`src/rtl/fnd_pkg.sv`:
```
// Shared types and helpers for the 4-digit FND scan controller.
package fnd_pkg;

  typedef enum logic {
    BLANK = 1'b0,
    SHOW  = 1'b1
  } fnd_state_e;

  localparam logic [3:0] FND_BLANK_CODE = 4'hf;
  localparam int         FND_DIGITS     = 4;

  // A digit above 0 is suppressed when it and every more-significant nibble are zero.
  function automatic logic [3:0] fnd_display_nibble(
    input logic [15:0] value,
    input logic [1:0]  idx,
    input logic        lzb
  );
    logic [15:0] upper;
    upper = value >> {idx, 2'b00};
    if (lzb && (idx != 2'd0) && (upper == 16'h0000)) begin
      return FND_BLANK_CODE;
    end
    return upper[3:0];
  endfunction

endpackage

```
`src/rtl/fnd_slot_timer.sv`:
```
// Digit-slot counter: flags the last cycle of a slot and the anti-ghosting blank window.
module fnd_slot_timer #(
  parameter int P_SCAN_DIV = 100000,
  parameter int P_BLANK    = 1000
) (
  input  logic i_clk,
  input  logic i_reset,
  output logic o_slotEnd,
  output logic o_blankPhase,
  output logic o_blankLast
);

  localparam int                   LP_CNT_W      = $clog2(P_SCAN_DIV);
  localparam logic [LP_CNT_W-1:0]  LP_LAST       = LP_CNT_W'(P_SCAN_DIV - 1);
  localparam logic [LP_CNT_W-1:0]  LP_BLANK      = LP_CNT_W'(P_BLANK);
  localparam logic [LP_CNT_W-1:0]  LP_BLANK_LAST = LP_CNT_W'(P_BLANK - 1);
  localparam logic [LP_CNT_W-1:0]  LP_ONE        = LP_CNT_W'(1);

  logic [LP_CNT_W-1:0] r_slotCnt;

  always_ff @(posedge i_clk) begin
    if (i_reset) begin
      r_slotCnt <= '0;
    end else if (o_slotEnd) begin
      r_slotCnt <= '0;
    end else begin
      r_slotCnt <= r_slotCnt + LP_ONE;
    end
  end

  assign o_slotEnd    = (r_slotCnt == LP_LAST);
  assign o_blankPhase = (r_slotCnt < LP_BLANK);
  assign o_blankLast  = (r_slotCnt == LP_BLANK_LAST);

endmodule

```
`src/rtl/fnd_scan_controller.sv`:
```
// 4-digit FND scan controller: frame-synchronous BCD latch, digit scanning,
// anti-ghosting blanking and leading-zero suppression with registered outputs.
module fnd_scan_controller
  import fnd_pkg::*;
#(
  parameter int P_SCAN_DIV = 100000,
  parameter int P_BLANK    = 1000
) (
  input  logic        i_clk,
  input  logic        i_reset,
  input  logic [15:0] i_bcd,
  input  logic        i_load,
  input  logic        i_lzb,
  output logic [3:0]  o_bcd,
  output logic [3:0]  o_digit_sel,
  output logic        o_frame
);

  logic w_slotEnd;
  logic w_blankPhase;
  logic w_blankLast;

  fnd_slot_timer #(
    .P_SCAN_DIV (P_SCAN_DIV),
    .P_BLANK    (P_BLANK)
  ) u_slotTimer (
    .i_clk        (i_clk),
    .i_reset      (i_reset),
    .o_slotEnd    (w_slotEnd),
    .o_blankPhase (w_blankPhase),
    .o_blankLast  (w_blankLast)
  );

  fnd_state_e  r_state;
  fnd_state_e  w_stateNext;
  logic [1:0]  r_idx;
  logic [1:0]  w_idxNext;
  logic [15:0] r_shadow;
  logic [15:0] w_shadowNext;
  logic [15:0] r_pending;
  logic        r_pend;
  logic        w_frameEdge;

  assign w_frameEdge = w_slotEnd && (r_idx == 2'd3);

  // Outputs are built from next-state values so they change on the same edge as state/idx.
  always_comb begin
    w_stateNext  = r_state;
    w_idxNext    = r_idx;
    w_shadowNext = r_shadow;
    case (r_state)
      BLANK:   w_stateNext = (w_blankPhase && !w_blankLast) ? BLANK : SHOW;
      SHOW:    w_stateNext = w_slotEnd ? BLANK : SHOW;
      default: w_stateNext = BLANK;
    endcase
    if (w_slotEnd) begin
      w_idxNext = r_idx + 2'd1;
    end
    if (w_frameEdge) begin
      if (i_load) begin
        w_shadowNext = i_bcd;
      end else if (r_pend) begin
        w_shadowNext = r_pending;
      end
    end
  end

  always_ff @(posedge i_clk) begin
    if (i_reset) begin
      r_state     <= BLANK;
      r_idx       <= 2'd0;
      r_shadow    <= 16'h0000;
      r_pending   <= 16'h0000;
      r_pend      <= 1'b0;
      o_digit_sel <= 4'b1111;
      o_bcd       <= FND_BLANK_CODE;
      o_frame     <= 1'b0;
    end else begin
      r_state  <= w_stateNext;
      r_idx    <= w_idxNext;
      r_shadow <= w_shadowNext;
      if (w_frameEdge) begin
        r_pend <= 1'b0;
      end else if (i_load) begin
        r_pending <= i_bcd;
        r_pend    <= 1'b1;
      end
      o_frame <= w_frameEdge;
      if (w_stateNext == SHOW) begin
        o_digit_sel <= ~(4'b0001 << w_idxNext);
        o_bcd       <= fnd_display_nibble(w_shadowNext, w_idxNext, i_lzb);
      end else begin
        o_digit_sel <= 4'b1111;
        o_bcd       <= FND_BLANK_CODE;
      end
    end
  end

endmodule

```
`config.mk`:
```
export PLATFORM = sky130hd
export DESIGN_NAME = fnd_scan_controller
export DESIGN_NICKNAME = d
export VERILOG_FILES = /design/src/rtl/fnd_pkg.sv /design/src/rtl/fnd_slot_timer.sv /design/src/rtl/fnd_scan_controller.sv
export SDC_FILE = /design/constraint.sdc
export NUM_CORES = 1
export LEC_CHECK = 0
export BUFFER_PORTS_ARGS = -buffer_cell sky130_fd_sc_hd__buf_2
export CORE_MARGIN = 4
export CORE_UTILIZATION = 32
export CTS_CLUSTER_DIAMETER = 30
export DETAILED_ROUTE_END_ITERATION = 16
export GPL_ROUTABILITY_DRIVEN = 0
export SLEW_MARGIN = 10
export SYNTH_ARGS = -nofsm -noshare
export SYNTH_HDL_FRONTEND = slang
export SYNTH_SLANG_ARGS = --single-unit
```
`constraint.sdc`:
```
create_clock -name i_clk -period 7.6 [get_ports i_clk]
set_clock_uncertainty 0.05 [all_clocks]
set_input_delay 0.76 -clock i_clk [delete_from_list [all_inputs] [get_ports i_clk]]
set_output_delay 0.76 -clock i_clk [all_outputs]
set_load 0.01 [all_outputs]
```
== Word level (Yosys, flattened, before mapping) ==
Index checks and enable logic that the tools add are counted.
Word-level totals
  bits in latches: 0
  logic and storage cells: 44
  bits in writable memories: 0
  bits in read-only memories: 0
  register bits after elaboration: 62
  bits of input ports: 20
  memories kept: 0
Operators by class
  $add $sub $neg: 2
  mux-type cells: 12
  multiply operators: 0
  shifts and indexed selects: 2
  magnitude comparators: 1
  equality and inequality tests: 3
  bitwise logic cells: 4
  div/mod/pow operators: 0
  reduce and logical (&&, ||, !) cells: 11
Operators by type and width (count)
  $mux 16: 3
  $add 17x1->17 const B: 1
  $eq 17x10->1 const B: 1
  $eq 17x17->1 const B: 1
  $lt 17x10->1 const B: 1
  $logic_not 16->1: 1
  $shr 16x4->16: 1
  $mux 4: 2
  $reduce_or 2->1: 3
  $mux 1: 5
  $logic_and 1x1->1: 4
  $not 4->4: 1
  $shl 1x2->4 const A: 1
  $not 1->1: 3
  $add 2x1->2 const B: 1
  $eq 2x2->1 const B: 1
  $mux 2: 1
  $pmux 1 s2: 1
  $reduce_and 2->1: 1
  $reduce_bool 2->1: 1
  $logic_not 1->1: 1

== Longest topological paths before layout ==
Gate-level depths: netlist of run 1.
  depth in word-level cells: 10
  gate-level depth with buffers: 12
  depth with buffers taken out: 9

== Hierarchy ==
Synthesis of run 1 repeated with hierarchy kept, for this count alone.
Second synthesis, totals
  cell total of the unflattened synthesis: 372
  area total of the unflattened synthesis: 3006.6 um^2
Modules (own cells, without submodules)
  fnd_scan_controller: seq. area each 900.9 um^2, cells each 275, area each 2169.6 um^2, instances 1
  fnd_slot_timer: seq. area each 340.3 um^2, cells each 97, area each 837.1 um^2, instances 1

== Least setup slack after synthesis of run 1 ==
Ideal clock, no wire load.
  path type: input to register
  start point: in i_load
  end point: reg o_bcd[0]
  arrival: 2622 ps
  required time: 7416 ps
  slack: 4794 ps
  stages on the path: 9
  cells stage by stage: clkbuf_1 -> nor2_1 -> clkbuf_1 -> a32o_1 -> a221o_1 -> a21oi_1 -> a41oi_1 -> nor4_2 -> or4_1
Between the ends
  word-level cells in the longest chain between the ends: 9
Ends and longest elaborated chain
  from (decl): line fnd_scan_controller.sv:12  | input logic i_load,
  $mux 16 *: line fnd_scan_controller.sv:60  | if (i_load) begin
  $mux 16 *: line fnd_scan_controller.sv:59  | if (w_frameEdge) begin
  $shr 16x4->16 *: line fnd_pkg.sv:19  | upper = value >> {idx, 2'b00};
  $logic_not 16->1: line fnd_pkg.sv:20  | if (lzb && (idx != 2'd0) && (upper == 16'h0000)) begin
  $logic_and 1x1->1: line fnd_pkg.sv:20
  $mux 1: line fnd_pkg.sv:20
  $mux 1: line fnd_scan_controller.sv:89  | if (w_stateNext == SHOW) begin
  $mux 1: line fnd_scan_controller.sv:69  | if (i_reset) begin
  $mux 4 *: line fnd_pkg.sv:23  | return upper[3:0];
  to (signal assigned): line fnd_scan_controller.sv:91  | o_bcd <= fnd_display_nibble(w_shadowNext, w_idxNext, i_lzb);
  to (decl): line fnd_scan_controller.sv:14  | output logic [3:0] o_bcd,
Every way passes the cells marked *; elsewhere a longest branch is shown, timed or not. The select of a mux whose other input is x is not followed.
A chain may end at the register's enable or synchronous reset.

== Final worst setup path of run 1 ==
  start point: reg u_slotTimer.r_slotCnt[0]
  end point: reg o_bcd[0]
Between the ends
  word-level cells in the longest chain between the ends: 10
  elaborated cells on any way between the ends: 22
  classes of those cells: 1 x order compare; 2 x eq/ne; 1 x shift; 9 x mux; 1 x bitwise; 8 x reduce/logical
Ends and longest elaborated chain
  from (decl): line fnd_slot_timer.sv:19  | logic [LP_CNT_W-1:0] r_slotCnt;
  from (signal assigned): line fnd_slot_timer.sv:27  | r_slotCnt <= r_slotCnt + LP_ONE;
  $eq 17x17->1: line fnd_slot_timer.sv:31  | assign o_slotEnd = (r_slotCnt == LP_LAST);
  $logic_and 1x1->1: line fnd_scan_controller.sv:44  | assign w_frameEdge = w_slotEnd && (r_idx == 2'd3);
  $mux 16: line fnd_scan_controller.sv:59
  $shr 16x4->16: line fnd_pkg.sv:19
  $logic_not 16->1: line fnd_pkg.sv:20
  $logic_and 1x1->1: line fnd_pkg.sv:20
  $mux 1: line fnd_pkg.sv:20
  $mux 1: line fnd_scan_controller.sv:89
  $mux 1: line fnd_scan_controller.sv:69
  $mux 4: line fnd_pkg.sv:23
Parallel ways exist; a longest one is shown, timed or not. The select of a mux whose other input is x is not followed.

==> impl_metrics.tcl, run 1 <==
set metrics [dict create \
    slowest_stage "mux2i_1" \
    fin_util_pct 36.8 \
    fin_hold_ws_ns 0.401 \
    die_area_sq_um 10700 \
    synth_top_area_share_pct 42.4 \
    drv_cap 0 \
    synth_cell_types 56 \
    ctsResizeCount 0 \
    synthXorXnorAreaFrac_pct 4.79 \
    rows 34 \
    ios 29 \
    synthTopCellsByArea "dfxtp_1 42%, nor2_1 6.9%, mux2i_1 5.8%" \
    area_growth_pct 10.8 \
    drive_gt1_share_pct 14.9 \
    insertion_delay_ns 0.34 \
    finalCriticalPeriod_ns 3.71 \
    nets 361 \
    cp_cell_sequence "ha_1, and4_4, and4_1, mux2i_1, nor3_1, a311oi_2, nor4_2, or4_1" \
    synth_simple_gate_area_share_pct 24.8 \
    synth_nets 344 \
    synthArstFlopShare_pct 0 \
    fmax_ghz 0.270 \
    rsz0062_at_grt "no" \
    slew_headroom_pct 19.9 \
    max_stage_delay_ns 1.01 \
    synth_top_family_by_area "simple AND/OR/NAND/NOR gates" \
    synth_area_leader_cell "dfxtp_1" \
    portBuffers 28 \
    power_density_nw_per_um2 186 \
    r2r-start "u_slotTimer.r_slotCnt[0]" \
    grt_usage_pct 13.1 \
    final_area_sq_um 3240 \
    p_leak_nw 1.25 \
    fillers 920 \
    first_pass_iters 5 \
    seq_area_sq_um 1240 \
    min_from "u_slotTimer.r_slotCnt[0]" \
    ys_ff_latch 62 \
    critical_path.startpoint "u_slotTimer.r_slotCnt[0]" \
    hold_class "flop to flop" \
    fin_crit_sh_pct 48.8 \
    total_power_uw 605 \
    grt_pass1_wl_mm 11.6 \
    yosys_warnings 0 \
    muxShareOfSynthArea_pct 6.20 \
    synth_area_per_cell_sq_um 9.09 \
    cts_made_buffers 9 \
    cts_hold_buffers 0 \
    slew_viol_final 0 \
    num_vias 2366 \
    dpl_cell_area_sq_um 3090 \
    drt_iter0_markers 124 \
    crit_path_start_kind "flop" \
    status "completed" \
    die_h_um 104 \
    critPathRequiredTime_ns 7.76 \
    cts.clk_slew.worst_paths_ns 0.06 \
    setup_tns_ns 0 \
    routed_via_density 5.25 \
    peakVddDrop_mv 0.0647 \
    grt_max_degree 41 \
    synth_fa_ha_area_share_pct 0.855 \
    synth-edff-count 0 \
    grt_overflow 0 \
    hold_viol 0 \
    synth_flop_cell "dfxtp_1" \
    die_w_um 104 \
    multi_input_area_sq_um 1550 \
    critPathArrivalTime_ns 3.87 \
    setup_viol 0 \
    synth_area_sq_um 2930 \
    antenna_found_initial 0 \
    dp.final_hpwl_mm 4.82 \
    synth_compound_area_share_pct 16.3 \
    cts.sink_count 62 \
    wirelength_mm 6.85 \
    remaining_drc_errors 0 \
    tightest_slew_ns 1.17 \
    critical_path_class "flop to flop" \
    start_util_pct 33.2 \
    synth-seq-area-share_pct 42.4 \
    grt_pass1_vias 2362 \
    cts_tree "yes" \
    postCtsSetupBuffers 0 \
    ctsHtreeMaxLevel 3 \
    ant_nets 0 \
    crit_fanout 15 \
    clock-root-buffer "clkbuf_8" \
    synth_cells 322 \
    core_area_sq_um 8810 \
    cts.path.max_buffers 2 \
    routedWlPerCell_um 15.2 \
    antenna_cells 0 \
    critPathCaptureType "flop" \
]
[sequential cells by signal, indices dropped and copies added, names as in the netlist]
name and flops:
o_bcd 4, o_digit_sel 4, o_frame 1, r_idx 2, r_pend 1, r_pending 16
r_shadow 16, r_state 1, u_slotTimer.r_slotCnt 17
[worst max-delay path, delay by kind of cell (launching register included)]
kind            cells  cell delay [ns]
simple gates        5             1.56
mux                 1             1.01
compound gates      1             0.39
flops               1             0.35
fa+ha+maj           1             0.23
[logic make-up (layout without fill, tap and decap cells)]
kind of cell	Yosys count	count (layout)
compound gates	58	58
flops	62	62
mux	18	18
fa+ha+maj	2	2
xor+xnor	16	16
simple gates	139	139
buf+inv	27	48
[synth_stat cells (2+ instances only)]
| cell type | n |
|---|---|
| and4b_1 | 2 |
| xor2_1 | 11 |
| nor3_1 | 7 |
| a2111o_1 | 2 |
| inv_1 | 5 |
| a21oi_1 | 7 |
| a32o_1 | 9 |
| a22o_1 | 2 |
| and4_1 | 4 |
| a21boi_0 | 2 |
| ha_1 | 2 |
| nand4_1 | 4 |
| clkbuf_1 | 11 |
| buf_4 | 2 |
| a221o_1 | 7 |
| and2_1 | 12 |
| nor4bb_1 | 2 |
| nor2_1 | 54 |
| a211o_1 | 2 |
| nand2_1 | 16 |
| buf_2 | 6 |
| a31oi_1 | 2 |
| a221oi_1 | 4 |
| nand3_1 | 12 |
| dfxtp_1 | 62 |
| nor2b_1 | 11 |
| mux2i_1 | 17 |
| o21ai_0 | 5 |
| and3_1 | 2 |
| a211oi_1 | 4 |
| o22ai_1 | 3 |
| or3_1 | 3 |
| xnor2_1 | 5 |
[metrics by stage]
stage                     setup WS, ns  cells
final                             3.89    451
after global placement            4.07    436
after detailed placement          3.93    436
after floorplan                   4.79    322
after global routing              3.69    451
after CTS                         3.90    451
[power breakdown]
part,switching (mW),internal (mW)
clock,0.124,0.114
sequential,0.00435,0.332
combinational,0.0186,0.0123
total,0.147,0.458
[final timing paths]
path / end / slack (ns) / cells past startpoint
worst max register to register: o_bcd[0] / 3.89 / 8
worst max-delay path: o_bcd[0] / 3.89 / 8
worst min register to register: u_slotTimer.r_slotCnt[0] / 0.40 / 1
worst min-delay path: u_slotTimer.r_slotCnt[0] / 0.40 / 1
[layer usage]
layer  track usage, %  vias up  routed length, um
met5                0        -                  0
met4             3.42        0                 50
met3             4.04        6                336
met2             21.2       59               3220
met1             17.0     1111               3250
li1                 -     1190                  -
[placed cells by master (no fill, tap or decap), drive strengths merged, types with 5 or more instances in the layout]
cell    Yosys  final
a21oi       7      7
a221o       8      8
a32o        9      9
and2       13     13
and4        5      5
buf        11     28
clkbuf     11     10
dfxtp      62     62
inv         5      5
mux2i      17     17
nand2      16     16
nand3      12     12
nor2       54     54
nor2b      11     11
nor3        7      7
o21ai       5      5
xnor2       5      5
xor2       11     11
[layout make-up]
type,count,area share [%]
multi-input combinational,233,47.9
sequential,62,38.3
timing repair buffer,28,4.32
tap,108,4.17
clock buffer,10,3.94
clock inverter,5,0.849
inverter,5,0.579
(Power assumes the default switching activity.)
==> run 2: changes to the inputs <==
--- a/config.mk
+++ b/config.mk
@@ -5,6 +5,7 @@
 export SDC_FILE = /design/constraint.sdc
 export NUM_CORES = 1
 export LEC_CHECK = 0
+export ABC_AREA = 1
 export BUFFER_PORTS_ARGS = -buffer_cell sky130_fd_sc_hd__buf_2
 export CORE_MARGIN = 4
 export CORE_UTILIZATION = 32
==> constraint.sdc (replaced) <==
create_clock -name i_clk -period 3.42 [get_ports i_clk]
set_clock_uncertainty 0.05 [all_clocks]
set_input_delay 0.342 -clock i_clk [delete_from_list [all_inputs] [get_ports i_clk]]
set_output_delay 0.342 -clock i_clk [all_outputs]
set_load 0.01 [all_outputs]
==> run 2 against run 1 <==
Net effect:
- worst hold slack worse by 0.18 ns
- clock-buffer cell count up 1
- setup slack worse by 3.0 ns
- fmax is 46% higher
- register-to-register slack got worse by 3.0 ns
- utilization up 1.4 points
- combinational power rose to 2.7 times the previous value
- clock power rose to 2.8 times the previous value
- total power is 150% higher
- synthesized area up 7.9%
- cell count grew 40%
- largest cell class unchanged
==> impl_metrics.tcl, run 2 <==
set metrics [dict create \
    status "completed" \
    top_register "u_slotTimer.r_slotCnt" \
    endpoint "o_bcd[3]" \
    ios 29 \
    clock-root-buffer "clkbuf_8" \
    critPathRequiredTime_ns 3.66 \
    nets 520 \
    synth.most_common_cell "nand2_1" \
    synth-seq-area-share_pct 39.3 \
    synth_area_per_cell_sq_um 6.68 \
    p_leak_nw 1.57 \
    yosys_warnings 0 \
    start_util_pct 33.5 \
    routed_via_density 4.64 \
    crit_path_start_kind "flop" \
    synthArstFlopShare_pct 0 \
    die_area_sq_um 11500 \
    cts.sink_count 62 \
    cts.path.max_buffers 2 \
    ctsHtreeMaxLevel 3 \
    rows 35 \
    insertion_delay_ns 0.35 \
    tightest_slew_ns 0.576 \
    synth_flop_cell "dfxtp_1" \
    fin_util_pct 38.2 \
    reg2regPathDepth 9 \
    rrSetupSlack_ns 0.87 \
    rsz0062_at_grt "no" \
    cts_hold_buffers 0 \
    ctsResizeCount 0 \
    total_power_mw 1.50 \
    die_h_um 107 \
    synth_simple_gate_area_share_pct 37.8 \
    cts.clk_slew.worst_paths_ns 0.07 \
    drive_gt1_share_pct 13.3 \
    muxShareOfSynthArea_pct 0.951 \
    finalCriticalPeriod_ns 2.55 \
    critical_path_class "flop to flop" \
    top_regs "u_slotTimer.r_slotCnt (17), r_pending (16), r_shadow (16)" \
    ant_nets 0 \
    setup_tns_ns 0 \
    drv_cap 0 \
    critPathCaptureType "flop" \
    ys_ff_latch 62 \
    critical_path.startpoint "r_idx[0]" \
    synth_cell_types 38 \
    num_vias 2934 \
    grt_pass1_vias 2780 \
    antenna_cells 0 \
    portBuffers 28 \
    synth_nets 495 \
    area_growth_pct 13.8 \
    synth_cells 473 \
    drt_iter0_markers 138 \
    synth-edff-count 0 \
    antenna_found_initial 0 \
    grt_usage_pct 13.6 \
    fmax_ghz 0.392 \
    remaining_drc_errors 0 \
    synthTopCellsByArea "dfxtp_1 39%, nand2_1 15%, nor2_1 9.4%" \
    core_area_sq_um 9420 \
    first_pass_iters 5 \
    synth_area_sq_um 3160 \
    cts_tree "yes" \
    yosys-top-cells-count "128 x nand2_1, 79 x nor2_1, 62 x dfxtp_1" \
    power_density_nw_per_um2 417 \
    synth_top_area_share_pct 39.3 \
    setup_viol 0 \
    hold_viol 0 \
    routedWlPerCell_um 11.6 \
    grt_pass1_wl_mm 12.7 \
    hold_class "input port to flop" \
    synth_compound_area_share_pct 10.3 \
    synth_area_leader_cell "dfxtp_1" \
    crit_fanout 13 \
    grt_max_degree 25 \
    synth_top_family_by_area "simple AND/OR/NAND/NOR gates" \
    final_common_cell "nand2_1" \
    slew_viol_final 0 \
    grt_overflow 0 \
    die_w_um 107 \
    cts_made_buffers 9 \
    r2r-start "r_idx[0]" \
    peakVddDrop_mv 0.169 \
    postCtsSetupBuffers 0 \
    largest_register_ffs 17 \
    regToRegEndpoint "o_bcd[3]" \
    critPathArrivalTime_ns 2.79 \
    dp.final_hpwl_mm 5.48 \
    slew_headroom_pct 61.5 \
    synthXorXnorAreaFrac_pct 1.94 \
    wirelength_mm 7.32 \
    layout.cells.most_common_list "128 x nand2_1, 79 x nor2_1, 62 x dfxtp_1, 46 x inv_1" \
    synth_fa_ha_area_share_pct 0.792 \
    fin_crit_sh_pct 74.5 \
]
## run 2: changes by cell type after synthesis, moves of 12 or more
cell     before  now
a21oi_1       7   19
mux2i_1      17    3
inv_1         5   46
nand3_1      12   25
o21ai_0       5   28
nand2_1      16  128
and2_1       12    0
nor2_1       54   79
## run 2: cell type report
type | count | area (sq um)
Clock buffer | 11 | 151
Clock inverter | 5 | 57.6
Fill cell | 1016 | 5820
Inverter | 51 | 193
Multi-Input combinational cell | 344 | 1640
Sequential cell | 62 | 1240
Tap cell | 129 | 161
Timing Repair Buffer | 30 | 155
## run 2: stage by stage
step	setup slack (ns)	instance area, sq um	hold slack (ns)	instances
finish	0.871	3590	0.219	632
global route	0.541	3590	0.229	632
CTS	0.862	3590	0.199	632
detailed placement	0.901	3390	0.391	616
global placement	1.01	3390	0.382	616
floorplan	1.47	3160	0.368	473
## run 2: routing by layer
metal	track usage [%]	vias up	share of wire, %
met4	5.32	0	1.4
met1	17.0	1300	47
met5	0	-	0
li1	-	1557	-
met3	3.72	11	4.9
met2	22.3	66	46
## run 2: critical path, cell delays in order, from the launching register on
cell,delay [ns]
dfxtp_1,0.36
ha_1,0.52
nand4_1,0.49
o21ai_0,0.48
nand3_1,0.13
nor2_1,0.13
nor2_1,0.07
nor2_2,0.12
nand2_2,0.08
nand3_1,0.07
## run 2: cell families (layout without fill, tap and decap cells)
family          count (synthesis)  in the layout
simple gates                  272            272
buf+inv                        67             97
flops                          62             62
compound gates                 60             60
xor+xnor                        7              7
mux                             3              3
fa+ha+maj                       2              2
## run 2: power breakdown
part / internal, mW / leakage [nW] / switching [mW] / total, mW
logic: 0.0293 / 0.957 / 0.0547 / 0.0840
clock network: 0.376 / 0.109 / 0.293 / 0.669
registers: 0.739 / 0.505 / 0.00884 / 0.747
total: 1.14 / 1.57 / 0.357 / 1.50
## run 2: how the worst min path moves through the flow
stage                               endpoint  cells after the start                      from
floorplan           u_slotTimer.r_slotCnt[0]                      1  u_slotTimer.r_slotCnt[0]
global placement    u_slotTimer.r_slotCnt[0]                      1  u_slotTimer.r_slotCnt[0]
detailed placement  u_slotTimer.r_slotCnt[0]                      1  u_slotTimer.r_slotCnt[0]
CTS                             r_pending[2]                      3                  i_bcd[2]
global route                    r_pending[5]                      3                  i_bcd[5]
finish                         r_pending[12]                      3                 i_bcd[12]
==> run 3: changes to the inputs <==
==> constraint.sdc (replaced) <==
create_clock -name i_clk -period 2.25 [get_ports i_clk]
set_clock_uncertainty 0.05 [all_clocks]
set_input_delay 0.225 -clock i_clk [delete_from_list [all_inputs] [get_ports i_clk]]
set_output_delay 0.225 -clock i_clk [all_outputs]
set_load 0.01 [all_outputs]
==> run 3 against run 2 <==
Net effect:
- global-route usage grew 0.47 points
- sequential share of layout area shrank 2.6 points
- design area grew 8.7%
- routed wire length grew 6.5%
- register-to-register slack worse by 0.73 ns
- non-clock buffer count increased by 26
- fmax increased by 21%
==> impl_metrics.tcl, run 3 (synthesis results as in run 2) <==
set metrics [dict create \
    antenna_found_initial 0 \
    status "completed" \
    remaining_drc_errors 0 \
    power_density_nw_per_um2 570 \
    critical_path_class "flop to flop" \
    final_common_cell "nand2_1" \
    final_area_sq_um 3910 \
    die_area_sq_um 11500 \
    tightest_slew_ns 0.581 \
    drive_gt1_share_pct 22.7 \
    ios 29 \
    crit_fanout 9 \
    insertion_delay_ns 0.34 \
    dpl_cell_area_sq_um 3560 \
    finalCriticalPeriod_ns 2.11 \
    clock-root-buffer "clkbuf_8" \
    routed_via_density 4.65 \
    portBuffers 28 \
    nets 547 \
    top_regs "u_slotTimer.r_slotCnt (17), r_pending (16), r_shadow (16)" \
    setup_viol 0 \
    peakVddDrop_mv 0.297 \
    cts_tree "yes" \
    cts.clk_slew.worst_paths_ns 0.07 \
    grt_pass1_vias 2913 \
    critical_path.startpoint "u_slotTimer.r_slotCnt[0]" \
    routedWlPerCell_um 11.9 \
    top_register "u_slotTimer.r_slotCnt" \
    core_area_sq_um 9420 \
    drt_iter0_markers 144 \
    reg2regPathDepth 8 \
    holdPathEnd "r_pending[2]" \
    wirelength_mm 7.80 \
    first_pass_iters 4 \
    cts.path.max_buffers 2 \
    die_w_um 107 \
    grt_usage_pct 14.1 \
    min_from "i_bcd[2]" \
    slew_viol_final 0 \
    rows 35 \
    setup_tns_ns 0 \
    layout.cells.most_common_list "116 x nand2_1, 77 x nor2_1, 58 x dfxtp_1, 43 x inv_1, 28 x buf_2" \
    drv_cap 0 \
    start_util_pct 33.5 \
    hold_class "input port to flop" \
    dp.final_hpwl_mm 5.69 \
    cts.sink_count 62 \
    ant_nets 0 \
    finalNonFillerCells 658 \
    cts_made_buffers 9 \
    crit_path_start_kind "flop" \
    cts_hold_buffers 0 \
    slew_headroom_pct 61.2 \
    die_h_um 107 \
    grt_max_degree 21 \
    largest_register_ffs 17 \
    r2r-start "u_slotTimer.r_slotCnt[0]" \
    critPathArrivalTime_ns 2.29 \
    dp.cells 637 \
    regToRegEndpoint "r_pending[8]" \
    critPathCaptureType "flop" \
    area_growth_pct 23.8 \
    rsz0062_at_grt "yes" \
    antenna_cells 0 \
    hold_path_depth 3 \
    grt_pass1_wl_mm 13.1 \
    p_leak_nw 1.72 \
    ctsHtreeMaxLevel 3 \
    hold_viol 0 \
    grt_overflow 0 \
    fin_crit_sh_pct 93.7 \
    fmax_ghz 0.474 \
    num_vias 3059 \
    critPathRequiredTime_ns 2.43 \
    rrSetupSlack_ns 0.14 \
]
run 3: cell count changes in the layout (fill, tap and decap cells not counted), moves of 3 or more:
cell     change
buf_4       +23
nand2_1     -12
nand2_2     +11
dfxtp_1      -4
dfxtp_2      +3
inv_1        -3
inv_2        +3
nor2_4       +3
o21ai_1      -3
o21ai_2      +3
run 3: metrics by stage:
stage	setup slack [ns]	power (mW)	util (%)	hold WS (ns)
after floorplan	0.304	1.25	-	0.340
after global placement	-0.0351	1.30	37.8	0.382
after detailed placement	-0.0825	1.30	37.8	0.394
after CTS	0.0207	2.25	40.1	0.0856
after global routing	-0.0619	2.33	41.5	0.106
final	0.141	2.23	41.5	0.102
run 3: worst max path at each step:
stage	end	slack (ns)	cells past startpoint
after global placement	o_bcd[1]	-0.04	15
after global routing	r_pending[13]	-0.06	8
after CTS	o_bcd[3]	0.02	16
after floorplan	o_bcd[0]	0.30	15
final	r_pending[8]	0.14	8
after detailed placement	o_bcd[2]	-0.08	15
run 3: power by group:
group | switching [mW] | internal (mW)
clock | 0.415 | 0.527
combinational | 0.0912 | 0.0562
sequential | 0.0150 | 1.12
total | 0.521 | 1.71
run 3: worst max-delay path: stages (launching register included):
cell and delay (ns):
dfxtp_4 0.37, ha_4 0.14, nand2_2 0.08, nor2_4 0.13, nand4_1 0.25, nand2_1 0.39
clkinv_1 0.36, nor2_1 0.18, nor2_1 0.06
run 3: timing repair:
action | 4_1_cts | 5_1_grt
setup endpoints to repair | 4 | 14
pin swaps | 0 | 11
buffers inserted | 0 | 5
gates cloned | 1 | 0
resized for setup | 4 | 34
run 3: layout make-up:
type | instances | area (sq um)
Sequential cell | 62 | 1250
Timing Repair Buffer | 56 | 370
Clock inverter | 5 | 50.0
Inverter | 51 | 193
Clock buffer | 10 | 138
Tap cell | 129 | 161
Fill cell | 994 | 5510
Multi-Input combinational cell | 345 | 1750
run 3: per-layer routing:
metal  part of all wire [%]  track usage (%)
met1                     47             17.8
met2                     47             22.5
met3                    4.4             4.86
met4                    1.8             4.60
met5                      0                0
